[src/rtl/dmem_arb_pkg.sv]
// Shared types and constants for the data-memory access arbiter.
// Size encodings, FSM states and CPU store/load opcode helpers.
package dmem_arb_pkg;

  localparam logic [1:0] SZ_BYTE = 2'b00;
  localparam logic [1:0] SZ_HALF = 2'b01;
  localparam logic [1:0] SZ_WORD = 2'b10;

  localparam logic [5:0] OP_LW = 6'h23;
  localparam logic [5:0] OP_SB = 6'h28;
  localparam logic [5:0] OP_SH = 6'h29;
  localparam logic [5:0] OP_SW = 6'h2B;

  typedef enum logic [1:0] {
    IDLE,
    ISSUE,
    RMW_WR,
    RESP
  } state_t;

  function automatic logic [1:0] op2size(input logic [5:0] op);
    logic [1:0] sz;
    sz = SZ_WORD;
    unique case (1'b1)
      (op == OP_SB): sz = SZ_BYTE;
      (op == OP_SH): sz = SZ_HALF;
      default:       sz = SZ_WORD;
    endcase
    return sz;
  endfunction

endpackage

[src/rtl/dmem_access_arbiter_picker.sv]
// Two-port request picker; round-robin when DMEM_ARB_RR_EN is defined,
// fixed priority (port 0 first) otherwise.
module dmem_rr_picker (
  input  logic [1:0] i_valid,
`ifdef DMEM_ARB_RR_EN
  input  logic       i_last,
`endif
  output logic [1:0] o_grant
);

`ifdef DMEM_ARB_RR_EN
  // On contention favour the port that was not granted last
  always_comb begin
    o_grant = i_valid;
    if (&i_valid)
      o_grant = i_last ? 2'b01 : 2'b10;
  end
`else
  always_comb begin
    o_grant = 2'b00;
    if (i_valid[0])
      o_grant = 2'b01;
    else if (i_valid[1])
      o_grant = 2'b10;
  end
`endif

endmodule

[src/rtl/dmem_access_arbiter.sv]
// Shares the single-port data memory between CPU (port 0) and debug (port 1).
// Sub-word stores run as read-modify-write; DMEM_ARB_RR_EN selects round-robin.
module dmem_access_arbiter
  import dmem_arb_pkg::*;
#(
  parameter int ADDR_W = 8,
  parameter int DATA_W = 32
) (
  input  logic                clk,
  input  logic                reset_n,
  input  logic [1:0]          req_valid,
  input  logic [1:0]          req_write,
  input  logic [3:0]          req_size,
  input  logic [2*ADDR_W-1:0] req_addr,
  input  logic [2*DATA_W-1:0] req_wdata,
  output logic [1:0]          req_ready,
  output logic [1:0]          rsp_valid,
  output logic [DATA_W-1:0]   rsp_rdata,
  output logic                mem_en,
  output logic                mem_we,
  output logic [ADDR_W-1:0]   mem_addr,
  output logic [DATA_W-1:0]   mem_wdata,
  input  logic [DATA_W-1:0]   mem_rdata
);

  state_t              r_state;
  logic                r_owner;
  logic                r_write;
  logic [1:0]          r_size;
  logic [ADDR_W-1:0]   r_addr;
  logic [DATA_W-1:0]   r_wdata;
  logic [DATA_W-1:0]   r_rdata;

  logic [1:0]          w_win;
  logic                w_accept;
  logic                w_port;
  logic                w_rmw;
  logic [DATA_W-1:0]   w_merge;

`ifdef DMEM_ARB_RR_EN
  logic r_last;

  dmem_rr_picker u_pick (
    .i_valid (req_valid),
    .i_last  (r_last),
    .o_grant (w_win)
  );
`else
  dmem_rr_picker u_pick (
    .i_valid (req_valid),
    .o_grant (w_win)
  );
`endif

  assign w_accept = (r_state == IDLE) && (|w_win);
  assign w_port   = w_win[1];
  assign w_rmw    = r_write &&
                    ((r_size == SZ_BYTE) || (r_size == SZ_HALF));

  always_comb begin
    w_merge = mem_rdata;
    if (r_size == SZ_BYTE)
      w_merge[7:0] = r_wdata[7:0];
    else
      w_merge[15:0] = r_wdata[15:0];
  end

  always_ff @(posedge clk) begin
    if (!reset_n) begin
      r_state <= IDLE;
      r_owner <= 1'b0;
      r_write <= 1'b0;
      r_size  <= 2'b00;
      r_addr  <= '0;
      r_wdata <= '0;
      r_rdata <= '0;
`ifdef DMEM_ARB_RR_EN
      r_last  <= 1'b1;
`endif
    end else begin
      unique case (r_state)
        IDLE: begin
          if (w_accept) begin
            r_owner <= w_port;
            r_write <= req_write[w_port];
            r_size  <= w_port ? req_size[3:2] : req_size[1:0];
            r_addr  <= w_port ? req_addr[2*ADDR_W-1:ADDR_W]
                              : req_addr[ADDR_W-1:0];
            r_wdata <= w_port ? req_wdata[2*DATA_W-1:DATA_W]
                              : req_wdata[DATA_W-1:0];
`ifdef DMEM_ARB_RR_EN
            r_last  <= w_port;
`endif
            r_state <= ISSUE;
          end
        end
        ISSUE:  r_state <= w_rmw ? RMW_WR : RESP;
        RMW_WR: r_state <= RESP;
        RESP: begin
          if (!r_write)
            r_rdata <= mem_rdata;
          r_state <= IDLE;
        end
        default: r_state <= IDLE;
      endcase
    end
  end

  assign req_ready = (reset_n && r_state == IDLE) ? w_win : 2'b00;

  assign mem_en = reset_n &&
                  ((r_state == ISSUE) || (r_state == RMW_WR));
  assign mem_we = reset_n &&
                  (((r_state == ISSUE) && r_write && !w_rmw) ||
                   (r_state == RMW_WR));

  assign mem_addr  = mem_en ? r_addr : '0;
  assign mem_wdata = !mem_we ? '0 :
                     (r_state == RMW_WR) ? w_merge : r_wdata;

  assign rsp_valid = (reset_n && r_state == RESP) ?
                     (r_owner ? 2'b10 : 2'b01) : 2'b00;
  assign rsp_rdata = (r_state == RESP && !r_write) ? mem_rdata : r_rdata;

endmodule

[config.mk]
export PLATFORM = sky130hd
export DESIGN_NAME = dmem_access_arbiter
export DESIGN_NICKNAME = d
export VERILOG_FILES = /design/src/rtl/dmem_arb_pkg.sv /design/src/rtl/dmem_access_arbiter_picker.sv /design/src/rtl/dmem_access_arbiter.sv
export SDC_FILE = /design/constraint.sdc
export NUM_CORES = 1
export LEC_CHECK = 0
export ABC_CLOCK_PERIOD_IN_PS = 3300
export CAP_MARGIN = 20
export CELL_PAD_IN_SITES_DETAIL_PLACEMENT = 0
export CELL_PAD_IN_SITES_GLOBAL_PLACEMENT = 1
export CORE_MARGIN = 5
export CORE_UTILIZATION = 25
export DETAILED_ROUTE_END_ITERATION = 10
export PLACE_DENSITY = 0.7
export SLEW_MARGIN = 10
export SYNTH_ARGS = -nofsm -noshare
export SYNTH_HDL_FRONTEND = slang
export SYNTH_SLANG_ARGS = --single-unit
[constraint.sdc]
create_clock -name clk -period 3.3 [get_ports clk]
set_clock_uncertainty 0.2 [all_clocks]
set_input_delay 0.495 -clock clk [delete_from_list [all_inputs] [get_ports clk]]
set_output_delay 0.495 -clock clk [all_outputs]
set_load 0.02 [all_outputs]
======== Word-level counts from Yosys, hierarchy flattened ========
Index checks and enable logic that the tools add are counted.
storage, ports and cells
  logic and storage cells ................. 51
  bits in registers ....................... 78
  input port bits ......................... 122
  output and inout port bits .............. 78
operators by class
  eq/ne operators ......................... 5
  mux-type cells .......................... 18
  $lt $le $gt $ge ......................... 1
  bitwise gates (word level) .............. 1
  reductions and logical operators ........ 19
operators with widths
  kind                  count
  $mux W32              4
  $mux W8               3
  $mux W2               7
  $logic_and A1 B1 Y1   9
  $pmux W2 S4           1
  $eq A2 B1 Y1 const B  2
  $eq A2 B2 Y1 const B  2
  $logic_not A2 Y1      2
  $reduce_and A2 Y1     2
  $logic_or A1 B1 Y1    3
  $mux W1               3
  $logic_not A1 Y1      2
  $lt A1 B2 Y1 const B  1
  $ne A2 B2 Y1 const B  1
  $reduce_or A2 Y1      1
  $not A1 Y1            1

======== Longest topological paths before layout ========
  depth in word-level cells ............... 8
  mapped depth ............................ 7
  depth with buffers taken out ............ 6

======== Hierarchy ========
From an unflattened synthesis, not the netlist that was laid out.
unflattened totals
  cell total of the unflattened synthesis .. 399
  area total of the unflattened synthesis .. 4076.4 sq um
by module, submodules not included
  module               cells each  instances  area an instance (sq um)  seq. area each (sq um)
  dmem_access_arbiter  397         1          4055.1                    1561.5
  dmem_rr_picker       2           1          21.3                      0.0

======== Worst setup path before layout ========
OpenSTA, ideal clock, no wires.
  path type ............................... reg2out
  start ................................... register r_state[0]
  end ..................................... output port mem_wdata[10]
  data required time ...................... 2605 ps
  stages on the path, launching flop included .. 8
  path buffers ............................ 2
  arrival time ............................ 1505 ps
  setup slack ............................. 1100 ps
  cell sequence ........................... dfxtp_1 -> inv_1 -> ha_1 -> buf_4 -> nor3b_1 -> buf_4 -> mux2i_1 -> nor2_1
between the ends
  cells in the longest elaborated chain, start to end .. 6
  elaborated cells between the ends (all ways) .. 8
  classes of those cells .................. eq/ne: 2; mux: 2; reduce/logical: 4
ends and longest elaborated chain
  what                               RTL line                    RTL
  from (decl)                        dmem_access_arbiter.sv:26   state_t r_state;
  from (signal assigned)             dmem_access_arbiter.sv:97   ISSUE: r_state <= w_rmw ? RMW_WR : RESP;
  $eq A2 B1 Y1                       dmem_access_arbiter.sv:114  (((r_state == ISSUE) && r_write && !w_rmw) ||
  $logic_and A1 B1 Y1 (2 in series)  dmem_access_arbiter.sv:114
  $logic_or A1 B1 Y1                 dmem_access_arbiter.sv:114
  $logic_and A1 B1 Y1                dmem_access_arbiter.sv:113  assign mem_we = reset_n &&
  $mux W32 (*)                       dmem_access_arbiter.sv:118  assign mem_wdata = !mem_we ? '0 :
  to (decl)                          dmem_access_arbiter.sv:22   output logic [DATA_W-1:0] mem_wdata,
Mark *: on every way between the ends. The rest lies on a longest branch, timed or not.

======== Final worst setup path ========
  start ................................... register r_state[1]
  end ..................................... output port rsp_rdata[31]
between the ends
  cells in the longest elaborated chain, start to end .. 3
ends and longest elaborated chain
  what                 RTL line                    RTL
  $eq A2 B2 Y1         dmem_access_arbiter.sv:123  assign rsp_rdata = (r_state == RESP && !r_write) ? mem_rdata : r_rdata;
  $logic_and A1 B1 Y1  dmem_access_arbiter.sv:123
  $mux W32             dmem_access_arbiter.sv:123
  to (decl)            dmem_access_arbiter.sv:18   output logic [DATA_W-1:0] rsp_rdata,
No other way between the ends.

==> qor.yml <==
run_status:
  outcome: "complete, no violations"
die:
  start_util_pct: 25.2
  coreArea_mm2: 0.0157
  die-area_mm2: 0.0184
  dieWidth_um: 136
  rows: 46
  ios: 200
  die_h_um: 136
detailed_routing:
  drc: 0
  vias: 3770
  drtAntennaViolNets: 0
  drtIter0Drc: 111
  drt-pass1-iter-count: 4
  avgViaCountPerCell: 4.43
  totalWireLength_um: 13500
  wl_per_cell_um: 15.9
worst_setup_path:
  arrival_ns: 2.38
  path_class: "flop to output pin"
  worstPathRequired_ns: 2.60
  endpoint_kind: "output pin"
  cp-start-kind: "flop"
  cp_max_fo: 19
yosys:
  synthSimpleGateAreaFrac_pct: 20.7
  synth_compound_area_share_pct: 13.4
  synth_area_per_cell_um2: 8.85
  syn-num-nets: 574
  ys.flop_type: "dfxtp_1"
  ys_types: 29
  synth_async_sr_flop_share_pct: 0
  synth.area.mux_share_pct: 18.3
  synthAdderAreaFrac_pct: 1.58
  synth_area_mm2: 0.00396
  synth_edf_count: 0
  synthXorXnorAreaFrac_pct: 0
  synth_warnings: 0
  synth_common_cells: "87 x nand2_1, 78 x dfxtp_1, 43 x a31oi_1, 43 x o21ai_0, 39 x and2_1"
  synth_top_area_cell: "dfxtp_1"
  synth_top_family_by_area: "simple AND/OR/NAND/NOR gates"
  yosys_register_bits: 78
  synth_area_leaders: "dfxtp_1 39%, mux2_4 11%, nand2_1 8.3%"
  synth-seq-area-share_pct: 39.5
  synth_top_area_share_pct: 39.5
  yosysMostFrequentCell: "nand2_1"
  netlist_instances: 447
power_and_ir_drop:
  p_leak_nw: 2.44
  max-vdd-ir-drop_v: 0.000690
  p_per_area_mw_per_mm2: 627
timing:
  fmax_mhz: 325
  max-slew-margin-rel_pct: 66.7
  rsz0062_at_grt: "no"
  setup_viol_count_final: 0
  hold_viol_final: 0
  tightestPinTransition_ns: 0.499
  period_share_pct: 93.3
  period_needed_ns: 3.08
  slew_viol_final: 0
  fin_tns_setup_ns: 0
placed_design:
  place_congestion: 0.750
  port_buffers: 199
  dp_hpwl_um: 10000
global_route:
  antenna_found_initial: 0
  grt_pass1_wl_um: 20900
  first_global_vias: 3877
  grt_overflow: 0
  grt_max_degree: 87
  grt_use_total_pct: 14.5
cts:
  cts_root_buf: "clkbuf_16"
  cts_setup_buffers: 0
  cts_tree: "yes"
  clkSlewWorstSetupHoldPaths_ns: 0.06
  clock_path_buffers: 2
  cts.repair.resized: 0
  numCtsBuffers: 9
  cts_hold_buf: 0
  clock-sinks: 78
  htreeDepth: 3
  clk_latency_ns: 0.33
run:
  maxCapViolCount: 0
final_layout:
  num_antenna_cells: 0
  areaGrowthSynthToFinish_pct: 60.7
  final_nets: 758
  drive_gt1_share_pct: 10.6
  fin_util_pct: 40.5
hold_path:
  hp-class: "flop to flop"
[power breakdown]
part           internal, W  leakage [nW]  switching, W  total (W)
Sequential         0.00120         0.640      0.000130    0.00133
Combinational     0.000876          1.68      0.000909    0.00179
Clock             0.000503         0.123      0.000361   0.000864
Total              0.00258          2.44       0.00140    0.00398
[layer usage]
layer  wire [um]  vias to the layer above  GRT usage, %  part of all wire [%]
met2        6540                      111          24.4                    48
met4         263                        0          6.33                   1.9
met5           0                        -             0                     0
met3         769                       14          3.40                   5.7
met1        5960                     1750          17.7                    44
li1            -                     1895             -                     -
[worst max-delay path, cell delays in order (launching register included)]
cell             delay (ns)
dfxtp_1                0.41
ha_1                   0.21
nor2b_4                0.15
buf_4                  0.34
mux2_2                 0.39
clkdlybuf4s50_1        0.54
[area by class of cell]
class | count | area (um2)
multi-input cells | 327 | 2160
flip-flops and latches | 78 | 1560
inverters | 4 | 15.0
fillers | 1557 | 9350
repair buffers | 211 | 2100
clock inverters | 2 | 10.0
well taps | 216 | 270
clock buffers | 13 | 240
[metrics by stage]
step	instance area (um2)	setup slack (ns)	std cells	total power, W	hold slack (ns)
detailed placement	6110	0.528	836	0.00315	0.325
global route	6360	0.0871	851	0.00425	0.360
global placement	6110	0.550	836	0.00312	0.325
floorplan	3960	1.10	447	0.00248	0.300
finish	6360	0.221	851	0.00398	0.338
CTS	6360	0.169	851	0.00405	0.338
[final timing paths]
kind	start	end	slack (ns)	cells past startpoint
worst min register to register	r_wdata[15]	r_wdata[15]	0.34	2
worst max-delay path	r_state[1]	rsp_rdata[31]	0.22	5
worst min-delay path	r_wdata[15]	r_wdata[15]	0.34	2
worst max register to register	r_state[1]	r_rdata[31]	1.33	5
[layout by cell type (no fill, tap or decap), types with 2 or more instances in the layout]
master | synthesis | layout
a2111oi_0 | 2 | 2
clkinv_2 | 0 | 2
mux2i_1 | 25 | 25
o21ai_0 | 43 | 43
and2_1 | 39 | 39
a31oi_1 | 43 | 43
buf_4 | 6 | 10
ha_1 | 5 | 5
mux2_4 | 30 | 30
mux2_2 | 2 | 2
inv_1 | 4 | 4
nand2_1 | 87 | 87
clkbuf_16 | 0 | 9
dfxtp_1 | 78 | 78
nor2b_4 | 0 | 2
and2_4 | 2 | 2
buf_12 | 3 | 2
and3_1 | 10 | 10
clkdlybuf4s50_1 | 0 | 198
clkbuf_1 | 9 | 4
nor2_1 | 26 | 26
and3_2 | 2 | 2
[cells by family (layout without fill, tap and decap cells)]
family	count (synthesis)	in the layout
adders and majority gates	5	5
buffers and inverters	42	230
AOI/OAI and AO/OA	92	92
and+or+nand+nor	173	173
muxes	57	57
DFF	78	78
[state kept, by name, indices dropped and copies added, names as in the netlist]
signal	flops
r_write	1
r_state	2
r_addr	8
r_wdata	32
r_rdata	32
r_size	2
r_owner	1
No activity file was read; power rests on OpenSTA's default activity.
